### src/rtl/alu_exec_if.sv
// Handshake bundle between the register-read stage and the ALU execute unit.
// master drives operations and consumes results; slave is the execute unit.
interface alu_exec_if #(
  parameter int XLEN = 32
);
  logic            in_valid;
  logic            in_ready;
  logic [6:0]      op;
  logic [2:0]      func3;
  logic [6:0]      func7;
  logic [1:0]      ALUOp;
  logic [XLEN-1:0] a;
  logic [XLEN-1:0] b;
  logic            out_valid;
  logic            out_ready;
  logic [XLEN-1:0] result;
  logic            zero;
  logic [4:0]      alu_ctrl;

  modport master (
    output in_valid, op, func3, func7, ALUOp, a, b, out_ready,
    input  in_ready, out_valid, result, zero, alu_ctrl
  );

  modport slave (
    input  in_valid, op, func3, func7, ALUOp, a, b, out_ready,
    output in_ready, out_valid, result, zero, alu_ctrl
  );
endinterface

### src/rtl/alu_exec_unit.sv
// RV32I decode-plus-execute stage with a registered valid/ready result.
// Define ALU_MULDIV_EN to add the iterative RV32M multiply/divide path.
module alu_exec_unit #(
  parameter int XLEN = 32
) (
  input  logic      clk,
  input  logic      rst_n,
  alu_exec_if.slave bus
);
  localparam int SHW = $clog2(XLEN);
  localparam int CW  = SHW + 1;

`ifdef ALU_MULDIV_EN
  typedef enum logic [1:0] {IDLE, HOLD, BUSY} state_t;
`else
  typedef enum logic [1:0] {IDLE, HOLD} state_t;
`endif

  state_t          state, state_d, launch_state;
  logic [4:0]      ctrl_d, ctrl_q;
  logic [XLEN-1:0] alu_res, result_q;
  logic            zero_q, busy, multi, accept;
  logic [SHW-1:0]  sh;
  logic            unused_inputs;

  assign unused_inputs = ^{bus.op, bus.func7};
  assign sh            = bus.b[SHW-1:0];

  always_comb begin
    ctrl_d = 5'b00000;
    unique case (bus.ALUOp)
      2'b00: ctrl_d = 5'b00000;
      2'b01: ctrl_d = 5'b00001;
      2'b11: ctrl_d = 5'b01000;
      default: begin
        unique case (bus.func3)
          3'b000:  ctrl_d = (bus.op[5] && bus.func7[5]) ? 5'b00001 : 5'b00000;
          3'b001:  ctrl_d = 5'b00110;
          3'b010:  ctrl_d = 5'b00101;
          3'b011:  ctrl_d = 5'b00111;
          3'b100:  ctrl_d = 5'b00100;
          3'b101:  ctrl_d = bus.func7[5] ? 5'b01010 : 5'b01001;
          3'b110:  ctrl_d = 5'b00011;
          default: ctrl_d = 5'b00010;
        endcase
`ifdef ALU_MULDIV_EN
        if (bus.op[5] && bus.func7 == 7'b0000001)
          ctrl_d = {2'b10, bus.func3};
`endif
      end
    endcase
  end

  always_comb begin
    alu_res = '0;
    unique case (ctrl_d)
      5'b00000: alu_res = bus.a + bus.b;
      5'b00001: alu_res = bus.a - bus.b;
      5'b00010: alu_res = bus.a & bus.b;
      5'b00011: alu_res = bus.a | bus.b;
      5'b00100: alu_res = bus.a ^ bus.b;
      5'b00101: alu_res = {{(XLEN-1){1'b0}}, ($signed(bus.a) < $signed(bus.b))};
      5'b00110: alu_res = bus.a << sh;
      5'b00111: alu_res = {{(XLEN-1){1'b0}}, (bus.a < bus.b)};
      5'b01000: alu_res = bus.b;
      5'b01001: alu_res = bus.a >> sh;
      5'b01010: alu_res = $signed(bus.a) >>> sh;
      default:  alu_res = '0;
    endcase
  end

`ifdef ALU_MULDIV_EN
  // Shared iterative datapath: acc holds {hi,lo} of the product, or {remainder,quotient}.
  logic [2*XLEN-1:0] acc, acc_step, prod;
  logic [XLEN-1:0]   opnd, md_a, md_res, mag_a, mag_b, quo, rem;
  logic [XLEN:0]     sum, rs, diff;
  logic [CW-1:0]     cnt;
  logic [2:0]        md_f3;
  logic              md_neg, md_div0, a_neg, b_neg, a_signed, b_signed, md_done;

  assign busy     = (state == BUSY);
  assign multi    = ctrl_d[4];
  assign md_done  = (cnt == CW'(XLEN));
  assign a_signed = !(bus.func3 == 3'b011 || bus.func3 == 3'b101 || bus.func3 == 3'b111);
  assign b_signed = (bus.func3 == 3'b000 || bus.func3 == 3'b001 ||
                     bus.func3 == 3'b100 || bus.func3 == 3'b110);
  assign a_neg    = a_signed && bus.a[XLEN-1];
  assign b_neg    = b_signed && bus.b[XLEN-1];
  assign mag_a    = a_neg ? -bus.a : bus.a;
  assign mag_b    = b_neg ? -bus.b : bus.b;

  always_comb begin
    sum      = {1'b0, acc[2*XLEN-1:XLEN]} + (acc[0] ? {1'b0, opnd} : '0);
    rs       = {acc[2*XLEN-1:XLEN], acc[XLEN-1]};
    diff     = rs - {1'b0, opnd};
    acc_step = '0;
    if (!md_f3[2])
      acc_step = {sum, acc[XLEN-1:1]};
    else if (!diff[XLEN])
      acc_step = {diff[XLEN-1:0], acc[XLEN-2:0], 1'b1};
    else
      acc_step = {rs[XLEN-1:0], acc[XLEN-2:0], 1'b0};
  end

  // Operands were made non-negative at accept; apply the sign and the div-by-zero rule here.
  always_comb begin
    prod   = md_neg ? -acc : acc;
    quo    = acc[XLEN-1:0];
    rem    = acc[2*XLEN-1:XLEN];
    md_res = '0;
    unique case (md_f3)
      3'b000:         md_res = prod[XLEN-1:0];
      3'b001, 3'b010,
      3'b011:         md_res = prod[2*XLEN-1:XLEN];
      3'b100, 3'b101: md_res = md_div0 ? '1 : (md_neg ? -quo : quo);
      default:        md_res = md_div0 ? md_a : (md_neg ? -rem : rem);
    endcase
  end

  always_comb begin
    launch_state = multi ? BUSY : HOLD;
  end
`else
  assign busy  = 1'b0;
  assign multi = 1'b0;

  always_comb begin
    launch_state = HOLD;
  end
`endif

  assign bus.in_ready = !busy && (state != HOLD || bus.out_ready);
  assign accept       = bus.in_valid && bus.in_ready;

  always_comb begin
    state_d = state;
    unique case (state)
      IDLE: if (accept) state_d = launch_state;
      HOLD: if (bus.out_ready) state_d = accept ? launch_state : IDLE;
`ifdef ALU_MULDIV_EN
      BUSY: if (md_done) state_d = HOLD;
`endif
      default: state_d = IDLE;
    endcase
  end

  always_ff @(posedge clk or negedge rst_n) begin
    if (!rst_n) begin
      state    <= IDLE;
      result_q <= '0;
      zero_q   <= 1'b0;
      ctrl_q   <= '0;
`ifdef ALU_MULDIV_EN
      cnt      <= '0;
      acc      <= '0;
      opnd     <= '0;
      md_a     <= '0;
      md_f3    <= '0;
      md_neg   <= 1'b0;
      md_div0  <= 1'b0;
`endif
    end else begin
      state <= state_d;
      if (accept && !multi) begin
        result_q <= alu_res;
        zero_q   <= (alu_res == '0);
        ctrl_q   <= ctrl_d;
      end
`ifdef ALU_MULDIV_EN
      if (accept && multi) begin
        cnt     <= '0;
        md_f3   <= bus.func3;
        md_a    <= bus.a;
        md_div0 <= (bus.b == '0);
        md_neg  <= (bus.func3[2] && bus.func3[1]) ? a_neg : (a_neg ^ b_neg);
        acc     <= {{XLEN{1'b0}}, (bus.func3[2] ? mag_a : mag_b)};
        opnd    <= bus.func3[2] ? mag_b : mag_a;
      end else if (busy) begin
        if (md_done) begin
          result_q <= md_res;
          zero_q   <= (md_res == '0);
          ctrl_q   <= {2'b10, md_f3};
        end else begin
          acc <= acc_step;
          cnt <= cnt + 1'b1;
        end
      end
`endif
    end
  end

  assign bus.out_valid = (state == HOLD);
  assign bus.result    = result_q;
  assign bus.zero      = zero_q;
  assign bus.alu_ctrl  = ctrl_q;
endmodule

### src/flat_wrapper.sv
// flat-port wrapper written by rule: the top's interface ports become plain ports
module alu_exec_unit_flat 
#(
  parameter int XLEN = 32
)
  (clk, rst_n, bus_in_valid, bus_op, bus_func3, bus_func7, bus_ALUOp, bus_a, bus_b, bus_out_ready, bus_in_ready, bus_out_valid, bus_result, bus_zero, bus_alu_ctrl);
  alu_exec_if #(.XLEN(XLEN)) bus_i ();
  input  logic clk;
  input  logic rst_n;
  input wire logic [$bits(bus_i.in_valid)-1:0] bus_in_valid;
  input wire logic [$bits(bus_i.op)-1:0] bus_op;
  input wire logic [$bits(bus_i.func3)-1:0] bus_func3;
  input wire logic [$bits(bus_i.func7)-1:0] bus_func7;
  input wire logic [$bits(bus_i.ALUOp)-1:0] bus_ALUOp;
  input wire logic [$bits(bus_i.a)-1:0] bus_a;
  input wire logic [$bits(bus_i.b)-1:0] bus_b;
  input wire logic [$bits(bus_i.out_ready)-1:0] bus_out_ready;
  output wire logic [$bits(bus_i.in_ready)-1:0] bus_in_ready;
  output wire logic [$bits(bus_i.out_valid)-1:0] bus_out_valid;
  output wire logic [$bits(bus_i.result)-1:0] bus_result;
  output wire logic [$bits(bus_i.zero)-1:0] bus_zero;
  output wire logic [$bits(bus_i.alu_ctrl)-1:0] bus_alu_ctrl;
  assign bus_i.in_valid = bus_in_valid;
  assign bus_i.op = bus_op;
  assign bus_i.func3 = bus_func3;
  assign bus_i.func7 = bus_func7;
  assign bus_i.ALUOp = bus_ALUOp;
  assign bus_i.a = bus_a;
  assign bus_i.b = bus_b;
  assign bus_i.out_ready = bus_out_ready;
  assign bus_in_ready = bus_i.in_ready;
  assign bus_out_valid = bus_i.out_valid;
  assign bus_result = bus_i.result;
  assign bus_zero = bus_i.zero;
  assign bus_alu_ctrl = bus_i.alu_ctrl;
  alu_exec_unit #(.XLEN(XLEN)) u_core (.clk(clk), .rst_n(rst_n), .bus(bus_i));
endmodule
### config.mk
export PLATFORM = sky130hd
export DESIGN_NAME = alu_exec_unit_flat
export DESIGN_NICKNAME = d
export VERILOG_FILES = /design/src/rtl/alu_exec_if.sv /design/src/rtl/alu_exec_unit.sv /design/src/flat_wrapper.sv
export SDC_FILE = /design/constraint.sdc
export NUM_CORES = 1
export LEC_CHECK = 0
export CAP_MARGIN = 10
export CORE_MARGIN = 2
export CORE_UTILIZATION = 60
export CTS_CLUSTER_SIZE = 25
export DETAILED_ROUTE_END_ITERATION = 10
export GPL_TIMING_DRIVEN = 0
export PLACE_DENSITY = 0.9
export SYNTH_ARGS = -nofsm -noshare
export SYNTH_HDL_FRONTEND = slang
export SYNTH_SLANG_ARGS = --single-unit
### constraint.sdc
create_clock -name clk -period 4.3 [get_ports clk]
set_clock_uncertainty 0.15 [all_clocks]
set_input_delay 0.86 -clock clk [delete_from_list [all_inputs] [get_ports clk]]
set_output_delay 0.86 -clock clk [all_outputs]
set_load 0.02 [all_outputs]
==> impl_metrics.tcl, run 1 <==
set metrics [dict create \
    placed_cell_area_um2 13500 \
    synthArstFlopShare 1.00 \
    ys.flop_type "dfrtp_1" \
    portBuffers 112 \
    avgSynthCellArea_um2 7.31 \
    yosysUniqueCellTypes 86 \
    start_util 0.610 \
    syn_area_um2 11900 \
    track_usage 0.814 \
    placementRows 51 \
    stop_error "[ERROR GRT-0232] Routing congestion too high. Check the congestion heatmap in the GUI." \
    grt-worst-endpoint "u_core.bus.zero$_DFFE_PN0P_/D" \
    io_pins 127 \
    htree_levels 2 \
    cts_buffer_depth 2 \
    hold_buffers 0 \
    dp_hpwl_um 45100 \
    clkSinkCount 38 \
    root_buffer "clkbuf_16" \
    gp_routability_congestion 1.49 \
    yosysWarnings 0 \
    ys_ff_latch 38 \
    synth_edf_count 0 \
    cts_made_buffers 5 \
    grt_max_degree 39 \
    yosysSeqAreaShare 0.0802 \
    syn_inst 1622 \
    syn_nets 1812 \
    status "did not finish" \
    overflow 244 \
    lastStage "5_1_grt" \
    fp.dieH_um 145 \
    die_x_um 145 \
    worstEpCategory "register input" \
]
-- timing repair --
action / 4_1_cts
buffers inserted: 27
gates cloned: 0
gates resized for setup: 221
endpoints found under the setup margin: 30
pin swaps: 22
-- routing by layer --
metal | global-route usage | overflow
met3 | 0.715 | 40
met5 | 0.556 | 6
met2 | 0.932 | 111
met4 | 0.788 | 68
met1 | 0.809 | 19
-- cell families after synthesis --
group           share of synthesized area
mux                                 0.185
buf+inv                            0.0810
fa+ha+maj                           0.110
compound gates                      0.322
simple gates                        0.203
flops                              0.0802
xor+xnor                           0.0185
other cells                      0.000316
-- synth_stat cells, types with 35 or more instances --
cell type  number  area share
o21ai_0       103       0.043
clkbuf_1       93       0.029
inv_1          89       0.028
o211ai_1       35       0.022
nand2_1       169       0.053
a21oi_1       113       0.048
ha_1          101        0.11
nor3_1         42       0.018
mux4_2         47       0.089
nor2_1        116       0.037
mux2i_1        74       0.062
dfrtp_1        38       0.080
-- stage by stage --
| step | instances | setup TNS [ns] | util | hold slack [ns] | worst slack, ns |
|---|---|---|---|---|---|
| 2_1_floorplan | 1622 | -0.423 | - | 0.414 | -0.423 |
| 3_3_place_gp | 1999 | -28.89 | 0.692 | 0.315 | -2.33 |
| 3_5_place_dp | 1999 | -30.22 | 0.692 | 0.324 | -2.41 |
| 4_1_cts | 2025 | -1.04 | 0.741 | 0.333 | -0.804 |
==> inputs of run 2 (changes only) <==
- CORE_UTILIZATION: 60 -> 40
- CTS_CLUSTER_SIZE: 25 -> unset
- PLACE_DENSITY: 0.9 -> unset
- PLACE_DENSITY_LB_ADDON: unset -> 0.15
==> impl_metrics.tcl, run 2 <==
set metrics [dict create \
    slowest_stage "a222oi_1" \
    synth_adder_area_share 0.110 \
    cts_tree "built" \
    gp_routability_congestion 1.08 \
    maxCapViolCount 0 \
    final_common_cell "nand2_1" \
    htree_levels 2 \
    synthArstFlopShare 1.00 \
    final_cell_mix "161 x nand2_1, 130 x buf_4, 107 x nor2_1, 85 x a21oi_1, 85 x o21ai_0" \
    power_density_nw_per_um2 218 \
    dp_hpwl_um 61700 \
    portBuffers 112 \
    clkLatencyLatePin_ns 0.28 \
    antenna_found_initial 2 \
    timing.rr.end "u_core.bus.zero" \
    num-nets-final 2030 \
    cp-start-kind "primary input" \
    synthXorXnorAreaFrac 0.0185 \
    met2_usage 0.759 \
    finalWorstSetupSlack_ns -0.622 \
    placementRows 63 \
    hp-class "reg2reg" \
    crit_path_start "bus_func3[0]" \
    viasPerCell 7.58 \
    grt_pass1_vias 16000 \
    syn_inst 1622 \
    utilization 0.579 \
    path_delay_family "simple AND/OR/NAND/NOR gates" \
    drtPass1Iterations 8 \
    synth_top_cell_area_share 0.107 \
    path_depth 13 \
    rsz0062_at_grt "yes" \
    largest_reg_flops 32 \
    setup_viol 2 \
    slew_headroom 0.0869 \
    worst_pin_slew_ns 1.36 \
    critPathBufInv 3 \
    synth_commonest_cells "169 x nand2_1, 116 x nor2_1, 113 x a21oi_1" \
    synthToLayoutAreaGrowth_pct 43.5 \
    post-synth-top-count-cell "nand2_1" \
    overflow 0 \
    die_x_um 176 \
    fin_hold_ws_ns 0.333 \
    power_mw 3.72 \
    maxSlewViolCount 0 \
    worstRegToRegCells 11 \
    synth_area_leaders "ha_1 11%, mux4_2 8.9%, dfrtp_1 8.0%" \
    drive_above_1_share 0.321 \
    cts_made_buffers 5 \
    crit_chain "dlygate4sd2_1, buf_6, clkbuf_8, o21ai_0, a222oi_1, o221ai_1, nor3_2, nand3_1, nor4_2, nand4_1, or4_1, or4b_4, o31ai_4" \
    critPathCaptureType "flop" \
    status "complete, but fails checks" \
    hold_buffers 0 \
    clkSinkCount 38 \
    grt_util_met1 0.624 \
    max-vdd-ir-drop_uv 165 \
    layout.cells.non_filler 2232 \
    wl_per_cell_um 37.1 \
    finalCritPeriodShare 1.14 \
    ys.flop_type "dfrtp_1" \
    synthMuxAreaShare 0.185 \
    yosysSeqAreaShare 0.0802 \
    cellLeakagePower_nw 6.70 \
    slowest_delay_ns 0.63 \
    io_pins 127 \
    cts_buffer_depth 2 \
    reg2reg_slack_ns 0.51 \
    finalHoldViolations 0 \
    drt_iter0_drc 2910 \
    placed_cell_area_um2 13600 \
    required_ns 4.35 \
    dp_slack_ns -2.95 \
    max_freq_ghz 0.203 \
    clkSlewWorstSetupHoldPaths_ns 0.06 \
    finalSetupTns_ns -0.655 \
    root_buffer "clkbuf_16" \
    synth-simple-area-share 0.203 \
    fp.dieH_um 176 \
    die-area_um2 31100 \
    grt_busiest_layer "met2" \
    antenna_left 0 \
    ys_ff_latch 38 \
    fin_crit_ns 4.92 \
    vias 16900 \
    synth_edf_count 0 \
    criticalPathCategory "in2reg" \
    dp.cells 2126 \
    grtUsageMet3 0.200 \
    track_usage 0.516 \
    avgSynthCellArea_um2 7.31 \
    core_region_area_um2 29400 \
    r2r-start "u_core.state[0]" \
    drc_errors 0 \
    syn_nets 1812 \
    wirelength_um 82900 \
    start_util 0.403 \
    grt_max_degree 39 \
    violations "negative setup slack" \
    synth_compound_area_frac 0.322 \
    grt_first_pass_wirelength_um 115000 \
    yosys.area.top_type "ha_1" \
    final_area_um2 17000 \
    cp_max_fo 10 \
    synth_top_family_by_area "compound AO/OA/AOI/OAI gates" \
    crit_path_end "u_core.bus.zero" \
    arrival_ns 4.97 \
    syn_area_um2 11900 \
    yosysUniqueCellTypes 86 \
    yosysWarnings 0 \
]
-- run 2: layout make-up --
| cell class | count | area, µm² |
|---|---|---|
| well taps | 390 | 488 |
| flip-flops and latches | 38 | 951 |
| plain buffers | 122 | 1210 |
| multi-input cells | 1349 | 11700 |
| inverters | 94 | 419 |
| diodes | 1 | 2.50 |
| clock inverters | 3 | 68.8 |
| repair buffers | 230 | 2040 |
| fillers | 2612 | 12400 |
| clock buffers | 5 | 125 |
-- run 2: metal layers --
metal  up-vias  part of all wire
met4         2             0.096
li1       6603                 -
met3       539              0.15
met5         -           0.00017
met2      1740              0.40
met1      8044              0.35
-- run 2: cells by family after synthesis --
| logic type | count (synthesis) |
|---|---|
| XOR/XNOR | 25 |
| multiplexers | 156 |
| other | 1 |
| adder cells (fa/ha/maj) | 103 |
| flip-flops | 38 |
| buffers and inverters | 235 |
| AO/OA/AOI/OAI | 559 |
| AND/OR/NAND/NOR | 505 |
-- run 2: what timing repair did --
| item | 4_1_cts | 5_1_grt |
|---|---|---|
| buffers inserted | 89 | 28 |
| resized for setup | 643 | 110 |
| pin swaps | 86 | 65 |
| setup endpoints to repair | 33 | 9 |
-- run 2: power breakdown --
| part | switching (mW) | leakage (nW) | internal, mW |
|---|---|---|---|
| logic | 1.68 | 6.14 | 1.09 |
| clock network | 0.143 | 0.0940 | 0.333 |
| registers | 0.0420 | 0.467 | 0.432 |
-- run 2: worst min path at each step --
stage                          startpoint  cells past startpoint                endpoint  slack, ns
floorplan                           rst_n                      0  u_core.bus.alu_ctrl[0]       0.41
global placement    u_core.bus.result[28]                      2   u_core.bus.result[28]       0.31
detailed placement  u_core.bus.result[15]                      2   u_core.bus.result[15]       0.32
CTS                 u_core.bus.result[15]                      2   u_core.bus.result[15]       0.33
global route        u_core.bus.result[15]                      2   u_core.bus.result[15]       0.36
finish              u_core.bus.result[21]                      2   u_core.bus.result[21]       0.33
-- run 2: tightest hold or removal path: stages (launching register included) --
cell and delay, ns:
dfrtp_1 0.34, nand2_1 0.05, o21ai_0 0.06
Note: power is estimated with default switching activity, not from simulation.
==> inputs of run 3 (changes only) <==
- DONT_BUFFER_PORTS: unset -> 1
==> impl_metrics.tcl, run 3 (same netlist as run 2, synthesis figures left out) <==
set metrics [dict create \
    status "complete, but fails checks" \
    violations "negative setup slack" \
    antenna_cells 0 \
    max-vdd-ir-drop_uv 144 \
    layout.cells.non_filler 2072 \
    overflow 0 \
    cp-start-kind "primary input" \
    r2r-start "u_core.state[0]" \
    finalHoldViolations 0 \
    num-nets-final 1871 \
    synthToLayoutAreaGrowth_pct 22.2 \
    maxSlewViolCount 0 \
    crit_chain "buf_4, and4bb_2, nor4_4, clkbuf_2, nor3_1, a31oi_1, nand4b_1, a211oi_2, nand4_1, or4_1, or4b_4, o31ai_2" \
    power_density_nw_per_um2 212 \
    clkSlewWorstSetupHoldPaths_ns 0.06 \
    path_delay_family "simple AND/OR/NAND/NOR gates" \
    drt_iter0_drc 2479 \
    drc_errors 0 \
    placementRows 63 \
    criticalPathCategory "in2reg" \
    cp_max_fo 10 \
    htree_levels 2 \
    slowest_stage "nor4_4" \
    fin_crit_ns 4.78 \
    required_ns 4.34 \
    viasPerCell 7.41 \
    setup_viol 3 \
    gp_routability_congestion 1.12 \
    cts_made_buffers 5 \
    fp.dieH_um 176 \
    max_freq_ghz 0.209 \
    crit_path_start "bus_func7[5]" \
    die_x_um 176 \
    worst_pin_slew_ns 1.37 \
    clkLatencyLatePin_ns 0.28 \
    critPathCaptureType "flop" \
    finalCritPeriodShare 1.11 \
    io_pins 127 \
    slew_headroom 0.0826 \
    seqCellArea_um2 951 \
    utilization 0.493 \
    antenna_left 0 \
    rsz0062_at_grt "yes" \
    slowest_delay_ns 0.59 \
    hold_buffers 0 \
    multiInputGateArea_um2 11000 \
    critPathBufInv 2 \
    arrival_ns 4.82 \
    wl_per_cell_um 36.6 \
    dp.cells 2014 \
    placed_cell_area_um2 12500 \
    grt_max_degree 39 \
    antenna_found_initial 0 \
    hp-class "in2async" \
    final_cell_mix "165 x nand2_1, 113 x nor2_1, 96 x a21oi_1, 90 x o21ai_0, 88 x ha_1" \
    drive_above_1_share 0.239 \
    drtPass1Iterations 9 \
    track_usage 0.472 \
    die-area_um2 31100 \
    clkSinkCount 38 \
    grt_pass1_vias 14600 \
    root_buffer "clkbuf_16" \
    final_common_cell "nand2_1" \
    fillers 2972 \
    wirelength_um 75800 \
    maxCapViolCount 0 \
    dp_hpwl_um 60200 \
    grt_first_pass_wirelength_um 106000 \
    cts_buffer_depth 2 \
    finalWorstSetupSlack_ns -0.480 \
    vias 15400 \
    finalSetupTns_ns -0.534 \
    cts_tree "built" \
    start_util 0.403 \
    largest_reg_flops 32 \
    core_region_area_um2 29400 \
    final_area_um2 14500 \
    portBuffers 0 \
    cellLeakagePower_nw 5.64 \
]
[run 3: cell count changes in the layout (fill, tap and decap cells not counted), moves of 10 or more]
cell             before  now
buf_4               130   73
dlygate4sd2_1        19    0
ha_4                 19    9
clkbuf_1             24   44
a21oi_1              85   96
inv_1                74   86
clkdlybuf4s50_1      54    0
buf_12               20    9
buf_6                19    8
clkbuf_8             16    2
[run 3: routing by layer]
metal | vias to the layer above | global-route usage | wire [µm]
li1 | 6288 | - | -
met1 | 7441 | 0.597 | 28000
met2 | 1304 | 0.717 | 32000
met3 | 326 | 0.118 | 9550
met4 | 2 | 0.302 | 6170
met5 | - | 0 | 85
[run 3: per-stage QoR]
stage	hold WS [ns]	setup slack, ns	power [mW]
5_1_grt	0.111	-0.475	3.15
4_1_cts	0.116	-0.408	2.87
2_1_floorplan	0.414	-0.423	1.65
3_3_place_gp	0.415	-1.99	2.25
3_5_place_dp	0.415	-1.99	2.25
6_report	0.119	-0.480	3.07
[run 3: final timing paths]
check                                        end  slack (ns)  cells after the start
min                        u_core.bus.result[13]        0.12                      0
min reg2reg                 u_core.bus.result[3]        0.47                      2
min in group clk            u_core.bus.result[3]        0.47                      2
max in group asynchronous  u_core.bus.result[27]        3.80                      0
max reg2reg                      u_core.bus.zero        0.22                     11
max                              u_core.bus.zero       -0.48                     12
[run 3: power by group]
group | internal (mW) | switching (mW)
Clock | 0.273 | 0.150
Sequential | 0.432 | 0.149
Combinational | 0.749 | 1.32
[run 3: area by class of cell]
| class | instances | area share |
|---|---|---|
| buffer | 131 | 0.0664 |
| clock buffer | 5 | 0.00863 |
| clock inverter | 3 | 0.00311 |
| inverter | 94 | 0.0270 |
| multi-input combinational | 1349 | 0.761 |
| sequential | 38 | 0.0656 |
| tap | 390 | 0.0337 |
| timing repair buffer | 62 | 0.0343 |
[run 3: worst register-to-register path: stages, from the launching register on]
cell and delay, ns:
dfrtp_1 0.46, nand2b_1 0.29, nand2_1 0.33, a221oi_1 0.34
o21ai_0 0.14, nor4_1 0.36, o221ai_2 0.23, nor4_1 0.31
nand4_1 0.16, or4_1 0.52, or4b_4 0.52, o31ai_2 0.18
[run 3: timing repair]
item / in CTS / in global routing
gates resized for setup: 221 / 114
setup endpoints to repair: 19 / 7
pin swaps: 31 / 28
endpoints found under the hold margin: 0 / 0
setup buffers: 41 / 19
